==> src/rtl/pipeline_pkg.sv <==
// rtl/pipeline_pkg.sv - shared pipeline types for hazard control
package pipeline_pkg;

    typedef enum logic [1:0] {
        FWD_RF = 2'd0,
        FWD_M  = 2'd1,
        FWD_W  = 2'd2
    } fwd_sel_t;

    typedef enum logic {
        RUN      = 1'b0,
        MDU_WAIT = 1'b1
    } hazard_state_t;

    // Wide enough for MDU_LATENCY-2 with MDU_LATENCY up to 15
    localparam int MDU_CNT_W = 4;

endpackage

==> src/rtl/forward_sel.sv <==
// rtl/forward_sel.sv - execute operand forwarding select for one source register
module forward_sel
    import pipeline_pkg::*;
#(
    parameter int RF_ADDR_W = 5
) (
    input  logic [RF_ADDR_W-1:0] src,
    input  logic [RF_ADDR_W-1:0] m_wa,
    input  logic                 m_rf_we,
    input  logic [RF_ADDR_W-1:0] w_wa,
    input  logic                 w_rf_we,
    output fwd_sel_t             sel
);

    // Register 0 is hardwired, so it never forwards; the younger M result wins
    always_comb begin
        sel = FWD_RF;
        if (m_rf_we && (m_wa != '0) && (m_wa == src)) begin
            sel = FWD_M;
        end else if (w_rf_we && (w_wa != '0) && (w_wa == src)) begin
            sel = FWD_W;
        end
    end

endmodule

==> src/rtl/hazard_unit.sv <==
// rtl/hazard_unit.sv - pipeline stall/flush, forwarding and MDU occupancy control
module hazard_unit
    import pipeline_pkg::*;
#(
    parameter int RF_ADDR_W   = 5,
    parameter int MDU_LATENCY = 4,
    parameter int CNT_W       = 32
) (
    input  logic                 clock,
    input  logic                 reset,
    input  logic [RF_ADDR_W-1:0] d_rs,
    input  logic [RF_ADDR_W-1:0] d_rt,
    input  logic                 d_uses_rs,
    input  logic                 d_uses_rt,
    input  logic [RF_ADDR_W-1:0] e_rs,
    input  logic [RF_ADDR_W-1:0] e_rt,
    input  logic [RF_ADDR_W-1:0] e_wa,
    input  logic                 e_rf_we,
    input  logic                 e_is_load,
    input  logic                 e_mdu_start,
    input  logic [RF_ADDR_W-1:0] m_wa,
    input  logic                 m_rf_we,
    input  logic                 m_branch_taken,
    input  logic [RF_ADDR_W-1:0] w_wa,
    input  logic                 w_rf_we,
    output logic                 stall_f,
    output logic                 stall_d,
    output logic                 stall_e,
    output logic                 flush_d,
    output logic                 flush_e,
    output logic                 flush_m,
    output fwd_sel_t             fwd_a,
    output fwd_sel_t             fwd_b,
    output logic                 mdu_busy,
    output logic [CNT_W-1:0]     stall_count,
    output logic [CNT_W-1:0]     flush_count
);

    hazard_state_t        state, next_state;
    logic [MDU_CNT_W-1:0] cnt, next_cnt;
    logic                 lu;
    fwd_sel_t             sel_a, sel_b;

    forward_sel #(.RF_ADDR_W(RF_ADDR_W)) u_fwd_a (
        .src(e_rs), .m_wa(m_wa), .m_rf_we(m_rf_we),
        .w_wa(w_wa), .w_rf_we(w_rf_we), .sel(sel_a)
    );

    forward_sel #(.RF_ADDR_W(RF_ADDR_W)) u_fwd_b (
        .src(e_rt), .m_wa(m_wa), .m_rf_we(m_rf_we),
        .w_wa(w_wa), .w_rf_we(w_rf_we), .sel(sel_b)
    );

    assign lu = e_is_load && e_rf_we && (e_wa != '0) &&
                ((d_uses_rs && (d_rs == e_wa)) || (d_uses_rt && (d_rt == e_wa)));

    assign fwd_a    = reset ? sel_a : FWD_RF;
    assign fwd_b    = reset ? sel_b : FWD_RF;
    assign mdu_busy = reset && (state == MDU_WAIT);

    // Priority: taken branch, then MDU occupancy, then load-use
    always_comb begin
        stall_f    = 1'b0;
        stall_d    = 1'b0;
        stall_e    = 1'b0;
        flush_d    = 1'b0;
        flush_e    = 1'b0;
        flush_m    = 1'b0;
        next_state = state;
        next_cnt   = cnt;
        if (!reset) begin
            next_state = RUN;
            next_cnt   = '0;
        end else if (m_branch_taken) begin
            flush_d    = 1'b1;
            flush_e    = 1'b1;
            next_state = RUN;
            next_cnt   = '0;
        end else if (state == RUN) begin
            if (e_mdu_start) begin
                stall_f    = 1'b1;
                stall_d    = 1'b1;
                stall_e    = 1'b1;
                flush_m    = 1'b1;
                next_state = MDU_WAIT;
                next_cnt   = MDU_CNT_W'(MDU_LATENCY - 2);
            end else if (lu) begin
                stall_f = 1'b1;
                stall_d = 1'b1;
                flush_e = 1'b1;
            end
        end else if (cnt != '0) begin
            stall_f  = 1'b1;
            stall_d  = 1'b1;
            stall_e  = 1'b1;
            flush_m  = 1'b1;
            next_cnt = cnt - 1'b1;
        end else begin
            next_state = RUN;
        end
    end

    always_ff @(posedge clock) begin
        if (!reset) begin
            state       <= RUN;
            cnt         <= '0;
            stall_count <= '0;
            flush_count <= '0;
        end else begin
            state <= next_state;
            cnt   <= next_cnt;
            if ((stall_f || stall_d || stall_e) && (stall_count != '1)) begin
                stall_count <= stall_count + 1'b1;
            end
            if ((flush_d || flush_e || flush_m) && (flush_count != '1)) begin
                flush_count <= flush_count + 1'b1;
            end
        end
    end

endmodule

==> config.mk <==
export PLATFORM = sky130hd
export DESIGN_NAME = hazard_unit
export DESIGN_NICKNAME = d
export VERILOG_FILES = /design/src/rtl/pipeline_pkg.sv /design/src/rtl/forward_sel.sv /design/src/rtl/hazard_unit.sv
export SDC_FILE = /design/constraint.sdc
export NUM_CORES = 1
export LEC_CHECK = 0
export BUFFER_PORTS_ARGS = -buffer_cell sky130_fd_sc_hd__buf_2
export CORE_MARGIN = 4
export CORE_UTILIZATION = 55
export CTS_CLUSTER_DIAMETER = 60
export DETAILED_ROUTE_END_ITERATION = 6
export GPL_TIMING_DRIVEN = 1
export HOLD_SLACK_MARGIN = 0.15
export PLACE_DENSITY = 0.94
export SLEW_MARGIN = 40
export SYNTH_ARGS = -nofsm -noshare
export SYNTH_HDL_FRONTEND = slang
export SYNTH_SLANG_ARGS = --single-unit
==> constraint.sdc <==
create_clock -name clock -period 4.7 [get_ports clock]
set_input_delay 0.94 -clock clock [delete_from_list [all_inputs] [get_ports clock]]
set_output_delay 0.94 -clock clock [all_outputs]
set_load 0.02 [all_outputs]
==> summary.txt, run 1 <==
Outcome
  – Status: complete, no violations

Cells and area
  – # fillers: 541
  – Share of cells above drive strength 1: 26.1%
  – Nets: 618
  – Number of diodes: 0
  – Area Overhead vs Synth: 22.2%

Global route
  – GR Util All Layers: 25.1%
  – Vias in the first global route: 3844
  – Grt ovf: 0
  – First-pass GRT wire length: 17500 um
  – Largest net degree at the start of global routing: 49
  – Antenna violations before repair: 0

STA
  – Max transition margin: 52.2%
  – Fin. Hold Viols: 0
  – Final min period: 3.46 ns
  – Final max-slew violation count: 0
  – Setup violations, final: 0
  – Max Clock Freq: 289 MHz
  – Fin Clk Skew: 0.0139 ns
  – Unrepaired setup endpoints after global routing: false
  – Final worst-path cycle share: 73.5%
  – Worst-margin pin slew: 0.715 ns
  – Final setup TNS: 0 ns

Min path
  – Hold Path Class: reg -> reg
  – Worst Hold Launch: flush_count[1]$_SDFFE_PN0P_

Synth
  – Gate Count Post-Synth: 454
  – Primary FF master, synth: dfxtp_1
  – Synth cell types: 54
  – Cell area after synthesis: 0.00383 mm^2
  – Post-synthesis xor/xnor area fraction: 14.2%
  – Adder-Cell Fraction of Synth Area: 1.31%
  – Synth Area in Simple Gates: 31.2%
  – Compound-gate portion of the synthesized area: 11.9%
  – Syn nets: 503
  – Synth Register Bits: 69
  – Largest family of logic cells by synthesized area: simple AND/OR/NAND/NOR gates
  – Asr flop ratio synth: 0%
  – Mean Syn Cell Area: 8.45 um^2
  – EDFF count, synth: 0
  – Sequential share of the synthesized area: 36.0%
  – Fraction of synthesized area in multiplexers: 1.83%
  – Yosys Warn Count: 0

Die
  – Ports: 120
  – Row Count: 30
  – Core area: 0.00679 mm^2
  – Initial Util: 56.4%
  – Width of the die: 91.5 um
  – Die area: 0.00837 mm^2
  – Die Height: 91.5 um

Power and ir drop
  – Power share of the sequential group: 48.8%
  – Max rail drop VDD: 0.156 mV
  – Pwr Density: 258 mW/mm^2
  – Internal Power: 0.000909 W
  – Clk pwr share: 42.1%
  – Comb pwr share: 9.1%
  – Lkg Pwr: 1.88 nW
  – Switching Share: 24.9%
  – Psw: 0.000301 W
  – Total Power: 0.00121 W

Critical path
  – Crit path capture type: primary output
  – Slowest CP cell: o22ai_1
  – FF-to-FF setup slack: 1.68 ns
  – Worst reg2reg path startpoint: cnt[0]$_SDFFE_PP0P_
  – Setup Crit Path Kind: in -> out
  – Crit-path cells: buf_2 > xnor2_1 > nand4_1 > o22ai_1 > a31oi_2 > inv_2 > buf_2
  – Most common cell on crit path: buf_2
  – Crit path DAT: 2.52 ns
  – Slowest stage delay, CP: 0.37 ns
  – CP startpoint: e_wa[4]
  – Critical Path RT: 3.76 ns
  – CP startpoint kind: input pin
  – Maximum fanout along the worst path: 11

Drt
  – Antenna Nets Post-Route: 0
  – Detail-routed via count per cell: 5.97
  – DR pass1 iterations: 5
  – Via count: 3997
  – DR WL/cell: 16.1 um
  – DRC Markers: 0
  – Routed wire length: 10800 um
  – First DRT Iteration DRCs: 248

Clocking
  – Htree depth: 3
  – Worst-case clock buffer depth: 2
  – CTS sink cnt: 69
  – Root buffer cell: clkbuf_8
  – CTS tree: yes
  – Hold_buf cts: 0
  – Cts repair resizes: 0
  – Post-CTS setup buffers: 0
  – Clock Latency Late Sink: 0.35 ns
  – Clk pin slew, worst setup/hold paths: 0.07 ns
  – Total CTS buffers: 9

Placement
  – Port Buf Inserts: 119
  – Post-DP HPWL: 7740 um
  – Routability cong.: 0.946

Run
  – Maxcap violations: 0
==> routing by layer <==
layer,vias up,share of wire (%),wire [um],track usage [%]
met2,180,51,5470,43.6
li1,1885,-,-,-
met3,32,6.1,654,5.39
met5,-,0,0,0
met1,1900,40,4340,29.7
met4,0,2.8,297,10.7
==> cell type report <==
class | instances | area [um^2] | share of cell area, %
clock buffer | 12 | 155 | 3.31
inverter | 9 | 33.8 | 0.721
timing repair buffer | 122 | 618 | 13.2
tap | 96 | 120 | 2.56
sequential | 69 | 1380 | 29.5
clock inverter | 4 | 55.1 | 1.17
multi-input combinational | 358 | 2320 | 49.6
==> cell families (layout without fill, tap and decap cells) <==
group,Yosys count,in the layout
xor gates and xnor gates,62,62
and+or+nand+nor,217,217
buffers and inverters,27,147
muxes,7,7
AOI/OAI and AO/OA,68,68
DFF,69,69
adders and majority gates,4,4
==> flip-flops by register name (all words and copies together), names as in the netlist <==
signal / flops
flush_count: 32
stall_count: 32
cnt: 4
state: 1
==> cells in the mapped netlist (all sizes together) (3+ instances only) <==
library cell	count	area [um^2]
clkbuf	11	41.3
nand2	36	143
nand3	29	145
o21ai	12	60.1
o41ai	3	26.3
xnor2	35	307
nor3b	3	22.5
and2	8	52.6
o211ai	7	52.6
nor2	49	184
and4	6	52.6
or3	10	63.8
xor2	27	236
ha	4	50.1
and3	6	43.8
o311ai	3	26.3
a21oi	17	85.1
nand2b	5	31.3
nand4	20	140
o21a	4	30.0
nor4	19	134
o31ai	9	67.6
buf	7	61.3
inv	9	33.8
mux2i	7	70.1
dfxtp	69	1380
or4	9	67.6
o31a	4	35.0
nor3	7	35.0
==> final timing paths <==
path,cells after the start,to
hold / removal,2,flush_count[1]$_SDFFE_PN0P_
setup / recovery,7,stall_f
hold reg to reg,2,flush_count[1]$_SDFFE_PN0P_
setup reg to reg,9,flush_count[24]$_SDFFE_PN0P_
==> stage by stage <==
| step | utilization (%) | instance area (um^2) | cells | worst slack, ns | hold slack, ns |
|---|---|---|---|---|---|
| global placement | 65.8 | 4470 | 654 | 1.18 | 0.474 |
| CTS | 68.9 | 4680 | 670 | 0.989 | 0.494 |
| detailed placement | 65.8 | 4470 | 654 | 1.09 | 0.482 |
| floorplan | - | 3830 | 454 | 1.30 | 0.462 |
| finish | 69.0 | 4690 | 670 | 1.24 | 0.499 |
| global route | 69.0 | 4690 | 670 | 1.06 | 0.514 |
==> power by group through the flow <==
| stage | combinational [W] | sequential, W | clock (W) |
|---|---|---|---|
| after floorplan | 0.0000665 | 0.000606 | 0 |
| after global placement | 0.000104 | 0.000604 | 0 |
| after detailed placement | 0.000108 | 0.000605 | 0 |
| after CTS | 0.000109 | 0.000591 | 0.000513 |
| after global routing | 0.000121 | 0.000591 | 0.000537 |
| final | 0.000110 | 0.000591 | 0.000509 |
==> cells in the final DEF (no fill, tap or decap), types with 5 or more instances in the layout <==
master and count:
and2_1 7, or4_1 9, nor4_1 18, buf_2 119
dfxtp_1 69, inv_1 8, o211ai_1 7, nand2_1 35
mux2i_1 7, nand3_1 29, and4_1 6, xnor2_1 35
nand4_1 19, xor2_1 27, nand2b_1 5, nor2_1 49
nor3_1 7, a21oi_1 17, or3_1 9, clkbuf_8 11
o31ai_1 9, o21ai_0 12
==> worst max-delay path: cells and delay by family <==
family	cells	cell delay, ns
AO/OA/AOI/OAI	2	0.70
XOR/XNOR	1	0.16
buffers and inverters	3	0.60
AND/OR/NAND/NOR	1	0.12
Note: power is estimated with default switching activity, not from simulation.
==> run 2: changes to the inputs <==
--- a/config.mk
+++ b/config.mk
@@ -7,12 +7,12 @@
 export LEC_CHECK = 0
 export BUFFER_PORTS_ARGS = -buffer_cell sky130_fd_sc_hd__buf_2
 export CORE_MARGIN = 4
-export CORE_UTILIZATION = 55
+export CORE_UTILIZATION = 52
 export CTS_CLUSTER_DIAMETER = 60
 export DETAILED_ROUTE_END_ITERATION = 6
 export GPL_TIMING_DRIVEN = 1
 export HOLD_SLACK_MARGIN = 0.15
-export PLACE_DENSITY = 0.94
+export PLACE_DENSITY = 0.9
 export SLEW_MARGIN = 40
 export SYNTH_ARGS = -nofsm -noshare
 export SYNTH_HDL_FRONTEND = slang
==> constraint.sdc (replaced) <==
create_clock -name clock -period 3.4 [get_ports clock]
set_input_delay 0.68 -clock clock [delete_from_list [all_inputs] [get_ports clock]]
set_output_delay 0.68 -clock clock [all_outputs]
set_load 0.02 [all_outputs]
==> run 2 against run 1 <==
Effect of this change: sequential power up 38%; hold slack lost 0.00063 ns; utilization fell by 3.6 points; non-clock buffer count grew 2; critical path depth grew 1; final area grew 0.72%; clock power rose by 51%; worst setup slack worse by 0.82 ns; sequential share of layout area is 0.21 points lower; clock skew is 0.00094 ns higher; via count decreased by 2.5%; clock-buffer cell count down 2; highest routed layer unchanged.
==> summary.txt, run 2 (synthesis results as in run 1) <==
Outcome
  – Status: complete, no violations

Critical path
  – Setup Crit Path Kind: reg -> out
  – Crit path DAT: 2.30 ns (-0.22 ns)
  – RR Endpoint: flush_count[22]$_SDFFE_PN0P_
  – FF-to-FF setup slack: 0.57 ns (-1.11 ns)
  – Maximum fanout along the worst path: 11 (unchanged)
  – CP startpoint kind: register
  – CP startpoint: cnt[0]$_SDFFE_PP0P_
  – Crit path capture type: primary output
  – Critical Path RT: 2.72 ns (-1.04 ns)
  – R2R depth: 9 (unchanged)
  – Worst reg2reg path startpoint: cnt[0]$_SDFFE_PP0P_

Global route
  – First-pass GRT wire length: 16500 um (-5.7%)
  – Largest net degree at the start of global routing: 32 (-35%)
  – Antenna violations before repair: 0 (unchanged)
  – Grt ovf: 0 (unchanged)
  – GR Util All Layers: 23.0% (-2.1 points)
  – Vias in the first global route: 3788 (-1.5%)

Die
  – Core area: 0.00721 mm^2 (+6.2%)
  – Die area: 0.00881 mm^2 (+5.3%)
  – Ports: 120 (unchanged)
  – Row Count: 31 (+3.3%)
  – Width of the die: 93.9 um (+2.6%)
  – Die Height: 93.9 um (+2.6%)
  – Initial Util: 53.2% (-3.3 points)

Clocking
  – Clock Latency Late Sink: 0.35 ns (about the same)
  – Hold_buf cts: 0 (unchanged)
  – Root buffer cell: clkbuf_8
  – Htree depth: 3 (unchanged)
  – CTS tree: yes
  – CTS sink cnt: 69 (unchanged)
  – Clk pin slew, worst setup/hold paths: 0.07 ns (about the same)
  – Post-CTS setup buffers: 0 (unchanged)
  – Worst-case clock buffer depth: 2 (unchanged)
  – Cts repair resizes: 0 (unchanged)
  – Total CTS buffers: 9 (unchanged)

STA
  – Final worst-path cycle share: 87.6%
  – Final max-slew violation count: 0 (unchanged)
  – Max Clock Freq: 336 MHz
  – Setup violations, final: 0 (unchanged)
  – Fin. Hold Viols: 0 (unchanged)
  – Unrepaired setup endpoints after global routing: false
  – Max transition margin: 51.9% (-0.24 points)
  – Final min period: 2.98 ns
  – Worst-margin pin slew: 0.719 ns (+0.00365 ns)
  – Fin Clk Skew: 0.0148 ns (+0.000938 ns)
  – Final setup TNS: 0 ns (unchanged)

Drt
  – Antenna Nets Post-Route: 0 (unchanged)
  – DRC Markers: 0 (unchanged)
  – Routed wire length: 10300 um (-4.2%)
  – Detail-routed via count per cell: 5.77 (-3.2%)
  – Via count: 3897 (-2.5%)
  – Wire length on met2: 5120 um (-6.3%)
  – DR WL/cell: 15.3 um (-4.9%)
  – First DRT Iteration DRCs: 268 (+8.1%)
  – M1 wire length: 4250 um (-2.0%)
  – Highest metal used: met4
  – DR pass1 iterations: 5 (unchanged)
  – Met3 WL: 681 um (+4.1%)

Min path
  – Hold Crit Depth: 2 (unchanged)
  – Hold Path Class: reg -> reg
  – Worst Hold Launch: cnt[3]$_SDFFE_PP0P_
  – Hold path endpoint: cnt[3]$_SDFFE_PP0P_

Placement
  – Port Buf Inserts: 119 (unchanged)
  – Post-DP HPWL: 7670 um (-0.90%)
  – Routability cong.: 0.904 (-4.4%)

Power and ir drop
  – Pwr Density: 369 mW/mm^2 (+43%)
  – Psw: 0.000427 W (+42%)
  – Max rail drop VDD: 0.251 mV (+61%)
  – Total Power: 0.00174 W (+44%)
  – Lkg Pwr: 1.90 nW (+0.98%)
  – Comb pwr share: 8.9% (-0.2 points)
  – Power share of the sequential group: 47.0% (-1.8 points)
  – Switching Share: 24.5% (-0.34 points)
  – Clk pwr share: 44.2% (+2.1 points)
  – Internal Power: 0.00131 W (+44%)

Cells and area
  – Largest regs: flush_count: 32 flops, stall_count: 32 flops, cnt: 4 flops
  – Most frequent cells in the layout: 119 x buf_2, 69 x dfxtp_1, 49 x nor2_1, 35 x xnor2_1, 35 x nand2_1
  – Number of diodes: 0 (unchanged)
  – Share of cells above drive strength 1: 26.4% (+0.26 points)
  – # fillers: 619 (+14%)
  – Leading cell type in the layout, fill and taps excluded: buf_2
  – Nets: 620 (+0.32%)
  – Area Overhead vs Synth: 23.1%

Run
  – Maxcap violations: 0 (unchanged)
run 2: cell types whose count changed in the layout (fill, tap and decap cells not counted):
cell and change:
a31oi_2 -1, clkbuf_8 -1, clkinv_4 +1, bufinv_16 +1, a31oi_1 +1, buf_4 +2, clkbuf_1 -1
run 2: worst max-delay path by stage:
| stage | end | slack, ns |
|---|---|---|
| CTS | stall_f | 0.43 |
| global placement | fwd_b[1] | 0.56 |
| detailed placement | flush_count[16]$_SDFFE_PN0P_ | 0.43 |
| finish | stall_f | 0.42 |
| floorplan | fwd_a[1] | 0.52 |
| global route | stall_f | 0.30 |
run 2: layout make-up:
class	count	area (um^2)	share of cell area [%]
repair buffers	124	633	13.4
clock buffers	10	138	2.92
flip-flops and latches	69	1380	29.3
clock inverters	6	93.8	1.99
inverters	9	33.8	0.716
well taps	99	124	2.62
multi-input cells	358	2320	49.1
run 2: metal layers:
layer	GRT usage, %	up-vias
met2	39.7	140
li1	-	1889
met5	0	-
met1	27.0	1841
met4	9.75	0
met3	5.85	27
run 2: power by group through the flow:
stage	clock network [W]	logic [W]	registers (W)
after floorplan	0	0.0000920	0.000838
after global placement	0	0.000147	0.000835
after detailed placement	0	0.000153	0.000836
after CTS	0.000777	0.000154	0.000817
after global routing	0.000810	0.000169	0.000818
final	0.000769	0.000154	0.000817
run 2: stage by stage:
stage	cells	setup slack [ns]	cell area, um^2	hold WS (ns)	util [%]
after floorplan	454	0.522	3830	0.462	-
after global placement	659	0.562	4490	0.480	62.2
after detailed placement	659	0.434	4490	0.490	62.2
after CTS	675	0.429	4720	0.500	65.4
after global routing	675	0.298	4720	0.533	65.4
final	675	0.420	4720	0.498	65.4
run 2: critical path, stage by stage, from the launching register on:
cell      delay [ns]
dfxtp_1         0.36
inv_1           0.10
ha_1            0.20
nor3b_1         0.17
a211oi_2        0.42
a31oi_1         0.09
buf_4           0.20
inv_2           0.20
buf_2           0.21
